`src/rtl/spi_pkg.sv`:
```
// Shared SPI minion types.
// Frame state is reused by the minion top level.
package spi_pkg;

    typedef enum logic {
        IDLE   = 1'b0,
        ACTIVE = 1'b1
    } state_t;

    function automatic int cnt_width(input int nbits);
        return $clog2(nbits + 2);
    endfunction

endpackage

```
`src/rtl/spi_minion_shifter_if.sv`:
```
// Serial pin events plus parallel transmit/receive side
// of the SPI minion shift engine.
interface spi_minion_shifter_if #(
    parameter int nbits = 8
);
    logic             cs;
    logic             cs_negedge;
    logic             cs_posedge;
    logic             sclk_posedge;
    logic             sclk_negedge;
    logic             mosi;
    logic             miso;
    logic             miso_oe;
    logic [nbits-1:0] send_msg;
    logic             send_val;
    logic             send_rdy;
    logic [nbits-1:0] recv_msg;
    logic             recv_val;
    logic             frame_err;

    modport master (
        output cs, cs_negedge, cs_posedge,
        output sclk_posedge, sclk_negedge, mosi,
        output send_msg, send_val,
        input  miso, miso_oe, send_rdy,
        input  recv_msg, recv_val, frame_err
    );

    modport slave (
        input  cs, cs_negedge, cs_posedge,
        input  sclk_posedge, sclk_negedge, mosi,
        input  send_msg, send_val,
        output miso, miso_oe, send_rdy,
        output recv_msg, recv_val, frame_err
    );
endinterface

```
`src/rtl/spi_tx_buffer.sv`:
```
// Single-entry transmit holding register.
// A load in the consume cycle survives for the next frame.
module spi_tx_buffer #(
    parameter int nbits = 8
) (
    input  logic             clk,
    input  logic             reset,
    input  logic [nbits-1:0] load_msg,
    input  logic             load_val,
    output logic             load_rdy,
    input  logic             consume,
    output logic             full,
    output logic [nbits-1:0] msg
);
    logic load;

    assign load     = load_val && !full;
    assign load_rdy = !full;

    always_ff @(posedge clk) begin
        if (reset) begin
            full <= 1'b0;
            msg  <= '0;
        end else begin
            if (load) begin
                full <= 1'b1;
                msg  <= load_msg;
            end else if (consume) begin
                full <= 1'b0;
            end
        end
    end
endmodule

```
`src/rtl/spi_minion_shifter.sv`:
```
// SPI mode 0 minion shift engine, MSB first.
// One word per chip-select frame, buffered transmit word.
module spi_minion_shifter
    import spi_pkg::*;
#(
    parameter int nbits = 8
) (
    input  logic clk,
    input  logic reset,
    spi_minion_shifter_if.slave bus
);
    localparam int BW = cnt_width(nbits);
    localparam logic [BW-1:0] CNT_FULL = BW'(nbits);
    localparam logic [BW-1:0] CNT_MAX  = BW'(nbits + 1);

    state_t           state;
    state_t           state_next;
    logic [nbits-1:0] shreg;
    logic [BW-1:0]    bitcnt;
    logic [nbits-1:0] recv_q;
    logic             recv_val_q;
    logic             frame_err_q;
    logic             tx_full;
    logic [nbits-1:0] tx_msg;
    logic             tx_rdy;
    logic             start;
    logic             fin;
    logic             good;
    logic             shift;
    logic             unused_ok;

    assign unused_ok = bus.sclk_negedge;

    assign start = (state == IDLE) && bus.cs_negedge && !bus.cs;
    assign fin   = (state == ACTIVE)
                && (bus.cs_posedge || bus.cs_negedge);
    // A chip-select glitch mid-frame always counts as a bad frame.
    assign good  = (bitcnt == CNT_FULL) && !bus.cs_negedge;
    assign shift = (state == ACTIVE) && !fin && bus.sclk_posedge;

    spi_tx_buffer #(.nbits(nbits)) u_txbuf (
        .clk      (clk),
        .reset    (reset),
        .load_msg (bus.send_msg),
        .load_val (bus.send_val),
        .load_rdy (tx_rdy),
        .consume  (start),
        .full     (tx_full),
        .msg      (tx_msg)
    );

    always_ff @(posedge clk) begin
        if (reset) state <= IDLE;
        else       state <= state_next;
    end

    always_comb begin
        state_next = state;
        unique case (state)
            IDLE:   if (start) state_next = ACTIVE;
            ACTIVE: if (fin)   state_next = IDLE;
            default:           state_next = IDLE;
        endcase
    end

    always_ff @(posedge clk) begin
        if (reset) begin
            shreg       <= '0;
            bitcnt      <= '0;
            recv_q      <= '0;
            recv_val_q  <= 1'b0;
            frame_err_q <= 1'b0;
        end else begin
            recv_val_q  <= fin && good;
            frame_err_q <= fin && !good;
            if (fin && good) recv_q <= shreg;
            if (start) begin
                shreg  <= tx_full ? tx_msg : '0;
                bitcnt <= '0;
            end else if (shift) begin
                shreg <= {shreg[nbits-2:0], bus.mosi};
                if (bitcnt != CNT_MAX) bitcnt <= bitcnt + 1'b1;
            end
        end
    end

    always_comb begin
        bus.miso      = (state == ACTIVE) ? shreg[nbits-1] : 1'b0;
        bus.miso_oe   = (state == ACTIVE);
        bus.send_rdy  = tx_rdy;
        bus.recv_msg  = recv_q;
        bus.recv_val  = recv_val_q;
        bus.frame_err = frame_err_q;
    end
endmodule

```
`src/flat_wrapper.sv`:
```
// flat-port wrapper written by rule: the top's interface ports become plain ports
module spi_minion_shifter_flat import spi_pkg::*;
#(
    parameter int nbits = 8
)
  (clk, reset, bus_cs, bus_cs_negedge, bus_cs_posedge, bus_sclk_posedge, bus_sclk_negedge, bus_mosi, bus_send_msg, bus_send_val, bus_miso, bus_miso_oe, bus_send_rdy, bus_recv_msg, bus_recv_val, bus_frame_err);
  spi_minion_shifter_if #(.nbits(nbits)) bus_i ();
  input  logic clk;
  input  logic reset;
  input wire logic [$bits(bus_i.cs)-1:0] bus_cs;
  input wire logic [$bits(bus_i.cs_negedge)-1:0] bus_cs_negedge;
  input wire logic [$bits(bus_i.cs_posedge)-1:0] bus_cs_posedge;
  input wire logic [$bits(bus_i.sclk_posedge)-1:0] bus_sclk_posedge;
  input wire logic [$bits(bus_i.sclk_negedge)-1:0] bus_sclk_negedge;
  input wire logic [$bits(bus_i.mosi)-1:0] bus_mosi;
  input wire logic [$bits(bus_i.send_msg)-1:0] bus_send_msg;
  input wire logic [$bits(bus_i.send_val)-1:0] bus_send_val;
  output wire logic [$bits(bus_i.miso)-1:0] bus_miso;
  output wire logic [$bits(bus_i.miso_oe)-1:0] bus_miso_oe;
  output wire logic [$bits(bus_i.send_rdy)-1:0] bus_send_rdy;
  output wire logic [$bits(bus_i.recv_msg)-1:0] bus_recv_msg;
  output wire logic [$bits(bus_i.recv_val)-1:0] bus_recv_val;
  output wire logic [$bits(bus_i.frame_err)-1:0] bus_frame_err;
  assign bus_i.cs = bus_cs;
  assign bus_i.cs_negedge = bus_cs_negedge;
  assign bus_i.cs_posedge = bus_cs_posedge;
  assign bus_i.sclk_posedge = bus_sclk_posedge;
  assign bus_i.sclk_negedge = bus_sclk_negedge;
  assign bus_i.mosi = bus_mosi;
  assign bus_i.send_msg = bus_send_msg;
  assign bus_i.send_val = bus_send_val;
  assign bus_miso = bus_i.miso;
  assign bus_miso_oe = bus_i.miso_oe;
  assign bus_send_rdy = bus_i.send_rdy;
  assign bus_recv_msg = bus_i.recv_msg;
  assign bus_recv_val = bus_i.recv_val;
  assign bus_frame_err = bus_i.frame_err;
  spi_minion_shifter #(.nbits(nbits)) u_core (.clk(clk), .reset(reset), .bus(bus_i));
endmodule
```
`config.mk`:
```
export PLATFORM = sky130hd
export DESIGN_NAME = spi_minion_shifter_flat
export DESIGN_NICKNAME = d
export VERILOG_FILES = /design/src/rtl/spi_pkg.sv /design/src/rtl/spi_minion_shifter_if.sv /design/src/rtl/spi_tx_buffer.sv /design/src/rtl/spi_minion_shifter.sv /design/src/flat_wrapper.sv
export SDC_FILE = /design/constraint.sdc
export NUM_CORES = 1
export LEC_CHECK = 0
export CAP_MARGIN = 20
export CORE_MARGIN = 4
export CORE_UTILIZATION = 44
export CTS_CLUSTER_SIZE = 14
export DETAILED_ROUTE_END_ITERATION = 10
export GPL_TIMING_DRIVEN = 0
export PLACE_DENSITY = 0.84
export SYNTH_ARGS = -nofsm -noshare
export SYNTH_HDL_FRONTEND = slang
export SYNTH_SLANG_ARGS = --single-unit
```
`constraint.sdc`:
```
create_clock -name clk -period 1.5 [get_ports clk]
set_clock_uncertainty 0.15 [all_clocks]
set_input_delay 0.375 -clock clk [delete_from_list [all_inputs] [get_ports clk]]
set_output_delay 0.375 -clock clk [all_outputs]
set_load 0.005 [all_outputs]
```
**After elaboration in Yosys (flattened, before gate mapping)**

Index checks and enable logic that the tools add are counted.

- Word-level logic and storage cells: 40
- Output and inout port bits: 13
- Register bits after elaboration: 32
- Bits of input ports: 17

- Bitwise operators: 1
- Reduce and logical (&&, ||, !) cells: 19
- Equal/unequal tests: 2
- Multiplexer cells: 9
- Add/sub/neg operators: 1

Operator list:

| kind | count |
|---|---|
| $mux 8 | 3 |
| $logic_and 1x1->1 | 9 |
| $logic_not 1->1 | 5 |
| $mux 1 | 5 |
| $add 4x1->4 const B | 1 |
| $eq 4x4->1 const B | 1 |
| $ne 4x4->1 const B | 1 |
| $reduce_bool 2->1 | 2 |
| $pmux 1 s2 | 1 |
| $reduce_and 2->1 | 1 |
| $reduce_or 2->1 | 1 |
| $logic_or 1x1->1 | 1 |
| $not 1->1 | 1 |

**Depth between registers and ports, before layout**

- Depth after elaboration: 7
- Gate-level depth with buffers: 6
- Depth with buffers taken out: 5

**Cells and area by module**

A second synthesis with hierarchy kept.

- Cell total of the unflattened synthesis: 160
- Area total of the unflattened synthesis: 1512.7 µm²

Modules (own cells, without submodules):

| module | area an instance (µm²) | cells an instance | seq. area each (µm²) | times used |
|---|---|---|---|---|
| spi_minion_shifter | 1082.3 | 121 | 460.4 | 1 |
| spi_tx_buffer | 430.4 | 39 | 180.2 | 1 |

**Least setup slack after synthesis**

No wires, ideal clock.

- Kind: register to register
- Start: register u_core.state (netlist: u_core.bus.miso_oe)
- End: register u_core.u_txbuf.full
- Slack: 0.021 ns
- Required time: 1.222 ns
- Clock period less this slack: 1.479 ns
- Buffers on the path: 2
- Data arrival time: 1.202 ns
- Library setup time: 0.128 ns
- Cell stages (with the launch flop): 6
- Path through: dfxtp_1 or3b_1 buf_2 buf_6 a21oi_1 nor2_1

- Cells in the longest elaborated chain, start to end: 4

RTL lines:

| element | RTL line | source |
|---|---|---|
| start: declaration | spi_minion_shifter.sv:16 | `state_t state;` |
| start signal: assignment | spi_minion_shifter.sv:54 | `else state <= state_next;` |
| $not 1->1 | n/a |  |
| $logic_and 1x1->1 (2 in series) | spi_minion_shifter.sv:34 | `assign start = (state == IDLE) && bus.cs_negedge && !bus.cs;` |
| $reduce_bool 2->1 (no line) | n/a |  |
| end signal: assignment | spi_tx_buffer.sv:22 | `full <= 1'b0;` |
| end signal: assignment | spi_tx_buffer.sv:26 | `full <= 1'b1;` |
| end signal: assignment | spi_tx_buffer.sv:29 | `full <= 1'b0;` |
| end: declaration | spi_tx_buffer.sv:12 | `output logic full,` |

No other way between the ends.
A chain may end at the register's enable or synchronous reset.

**Worst setup path in the final report**

- Start: input bus_cs_negedge
- End: register u_core.shreg[5]

- Cells in the longest elaborated chain, start to end: 6
- Elaborated cells on any way between the ends: 9
- Classes of those cells: mux (1); reduce/logical (8)

RTL lines:

| element | RTL line | source |
|---|---|---|
| start: declaration | flat_wrapper.sv:11 | `input wire logic [$bits(bus_i.cs_negedge)-1:0] bus_cs_negedge;` |
| $logic_or 1x1->1 | spi_minion_shifter.sv:36 | `&& (bus.cs_posedge \|\| bus.cs_negedge);` |
| $logic_and 1x1->1 | spi_minion_shifter.sv:36 |  |
| $logic_not 1->1 | spi_minion_shifter.sv:39 | `assign shift = (state == ACTIVE) && !fin && bus.sclk_posedge;` |
| $logic_and 1x1->1 (2 in series) | spi_minion_shifter.sv:39 |  |
| $reduce_bool 2->1 (no line) | n/a |  |
| end signal: assignment | spi_minion_shifter.sv:78 | `shreg <= tx_full ? tx_msg : '0;` |
| end signal: assignment | spi_minion_shifter.sv:81 | `shreg <= {shreg[nbits-2:0], bus.mosi};` |
| end: declaration | spi_minion_shifter.sv:18 | `logic [nbits-1:0] shreg;` |

Parallel ways exist; a longest one is shown, timed or not.

==> flow_metrics.env <==
export IMPL_switchingPower_uw=423
export IMPL_fin_crit_sh=1.06
export IMPL_pwr_share_comb=0.141
export IMPL_tns_ps=-530
export IMPL_power_density_nw_per_um2=804
export IMPL_cts_max_path_buffers=2
export IMPL_period_needed_ps=1590
export IMPL_setup_viol=9
export IMPL_ys_seq_area_frac=0.458
export IMPL_syn_area_um2=1400
export IMPL_worstPathRequired_ps=1550
export IMPL_worst_hold_slack_ps=317
export IMPL_ys_types=28
export IMPL_synth_xor_area_share=0
export IMPL_placed_area_um2=1720
export IMPL_finalNetCount=231
export IMPL_die_area_um2=4140
export IMPL_crit_reg2reg_launch="u_core.bus.miso_oe"
export IMPL_vias_per_cell=5.24
export IMPL_grt_usage=0.180
export IMPL_synth_top_family_by_area="simple AND/OR/NAND/NOR gates"
export IMPL_maxSlewViolCount=0
export IMPL_critPathMaxFanout=7
export IMPL_finalHoldViolCount=0
export IMPL_synth_edf_count=0
export IMPL_final_cells=255
export IMPL_rsz0062_at_grt="true"
export IMPL_failed_checks="negative setup slack"
export IMPL_peakVddDrop_uv=524
export IMPL_cts_max_level=2
export IMPL_globalplace_congestion=0.818
export IMPL_crit_arrival_ps=1640
export IMPL_die_w_um=64.4
export IMPL_fin_area_um2=2100
export IMPL_synth_main_ff_cell="dfxtp_1"
export IMPL_synth_warning_count=0
export IMPL_drc_errors=0
export IMPL_antenna_found_initial=0
export IMPL_crit_end="u_core.shreg[5]"
export IMPL_worstHoldStart="u_core.u_txbuf.msg[1]"
export IMPL_synthCells=165
export IMPL_startpoint="bus_cs_negedge"
export IMPL_initial_utilization=0.458
export IMPL_grt_pass1_vias=1213
export IMPL_syn2layout_area_growth_pct=50.5
export IMPL_power_frac_clock=0.326
export IMPL_outcome="finished with violations"
export IMPL_setup_slack_ps=-90.6
export IMPL_synthAdderAreaFrac=0.0269
export IMPL_cts_buffers=5
export IMPL_first_pass_iters=4
export IMPL_overflow=0
export IMPL_cts_tree="done"
export IMPL_p_sw_frac=0.250
export IMPL_dieHeight_um=64.4
export IMPL_io_pins=30
export IMPL_grt_max_degree=11
export IMPL_worst_pin_slew_ps=554
export IMPL_core_um2=3050
export IMPL_vias=1337
export IMPL_syn_area_per_cell_um2=8.47
export IMPL_leakagePower_uw=0.000790
export IMPL_p_int_uw=1270
export IMPL_finalWirelength_um=3570
export IMPL_cap_violations=0
export IMPL_power_frac_seq=0.533
export IMPL_path_class="in2reg"
export IMPL_synth_mux_area_frac=0
export IMPL_async_reset_ff_frac=0
export IMPL_rrSetupSlack_ps=-80
export IMPL_synth_nets=185
export IMPL_port_buffers=27
export IMPL_dp_slack_ps=-644
export IMPL_rr_endpoint="u_core.shreg[5]"
export IMPL_clk_latency_ps=340
export IMPL_hp_class="reg2reg"
export IMPL_cts_root_buf="clkbuf_4"
export IMPL_drive_gt1_frac=0.346
export IMPL_diodes=0
export IMPL_end_kind="flop"
export IMPL_max_freq_mhz=629
export IMPL_cts_sinks=32
export IMPL_worst_setup_path_start_kind="primary input"
export IMPL_fp_row_count=20
export IMPL_grt_first_pass_wirelength_um=5650
export IMPL_synth_compound_area_frac=0.227
export IMPL_clk_pin_slew_ps=90
export IMPL_yosys_area_share_simple=0.234
export IMPL_final_cell_mix="30 x nand2_1, 20 x a21oi_1, 20 x dfxtp_1"
export IMPL_maxSlewHeadroom=0.631
export IMPL_synth_seq_cells=32
export IMPL_worstRegToRegCells=5
export IMPL_placed_cells=236
export IMPL_postRouteAntennaNets=0
export IMPL_final_common_cell="nand2_1"
export IMPL_routedWlPerCell_um=14.0
export IMPL_place_detailed_hpwl_um=2120
export IMPL_drt_iter0_drc=91
-- worst max-delay path, cell delays in order --
cell             delay (ps)
clkdlybuf4s15_1         390
or3b_4                  510
buf_12                  170
a21oi_4                 120
a311oi_2                 60
-- registers in the layout (all words and copies together) (netlist names) --
name / flops
u_core.bus.miso_oe: 1
u_core.bus.recv_val: 1
u_core.bus.recv_msg: 8
u_core.bus.frame_err: 1
u_core.u_txbuf.msg: 8
u_core.shreg: 8
u_core.u_txbuf.full: 1
u_core.bitcnt: 4
-- area by class of cell --
class / count / area [um^2]
Sequential cell: 32 / 658
Tap cell: 44 / 55.1
Inverter: 4 / 15.0
Timing Repair Buffer: 41 / 389
Buffer: 11 / 77.6
Clock buffer: 7 / 65.1
Fill cell: 248 / 950
Multi-Input combinational cell: 116 / 843
-- per-stage QoR --
stage / util / power (uW)
floorplan: - / 1010
global placement: 0.564 / 1080
detailed placement: 0.564 / 1080
CTS: 0.657 / 1680
global route: 0.689 / 1770
finish: 0.689 / 1690
-- how the worst min path moves through the flow --
stage / to / cells past startpoint
after floorplan: u_core.u_txbuf.msg[0] / 2
after global placement: u_core.u_txbuf.msg[5] / 2
after detailed placement: u_core.u_txbuf.msg[5] / 2
after CTS: u_core.u_txbuf.msg[2] / 2
after global routing: u_core.bus.recv_msg[5] / 2
final: u_core.u_txbuf.msg[1] / 2
-- Yosys cell counts (2+ instances only) --
master / n / area, um^2
nand2b_1: 2 / 12.5
nor4bb_1: 2 / 20.0
nand2_1: 30 / 113
a21oi_1: 30 / 150
a311oi_2: 6 / 90.1
buf_2: 2 / 10.0
dfxtp_1: 32 / 641
ha_1: 3 / 37.5
clkbuf_1: 8 / 30.0
nand3_1: 13 / 65.1
nor2_1: 4 / 15.0
and2_1: 2 / 12.5
o21ai_0: 12 / 60.1
a32oi_1: 2 / 17.5
inv_1: 4 / 15.0
-- cells by family (layout without fill, tap and decap cells) --
kind of cell    count (synthesis)  in the layout
flops                          32             32
simple gates                   63             63
compound gates                 50             50
buf+inv                        17             63
fa+ha+maj                       3              3
-- power by group through the flow --
stage / sequential, uW / combinational, uW / clock, uW
floorplan: 912 / 95.5 / 0
global placement: 917 / 162 / 0
detailed placement: 918 / 164 / 0
CTS: 898 / 213 / 569
global route: 905 / 258 / 605
finish: 902 / 238 / 551
-- routing by layer --
metal,vias up,global-route usage,part of all wire
met4,0,0.113,0.025
met1,611,0.222,0.44
met5,-,0,0
li1,672,-,-
met3,7,0.0492,0.055
met2,47,0.276,0.48
-- timing repair --
item	4_1_cts	5_1_grt
hold buffers	0	0
endpoints found under the setup margin	36	29
buffers inserted	8	3
cloned	3	0
pin swaps	7	5
resized for setup	64	32
endpoints found under the hold margin	0	0
(Power assumes the default switching activity.)
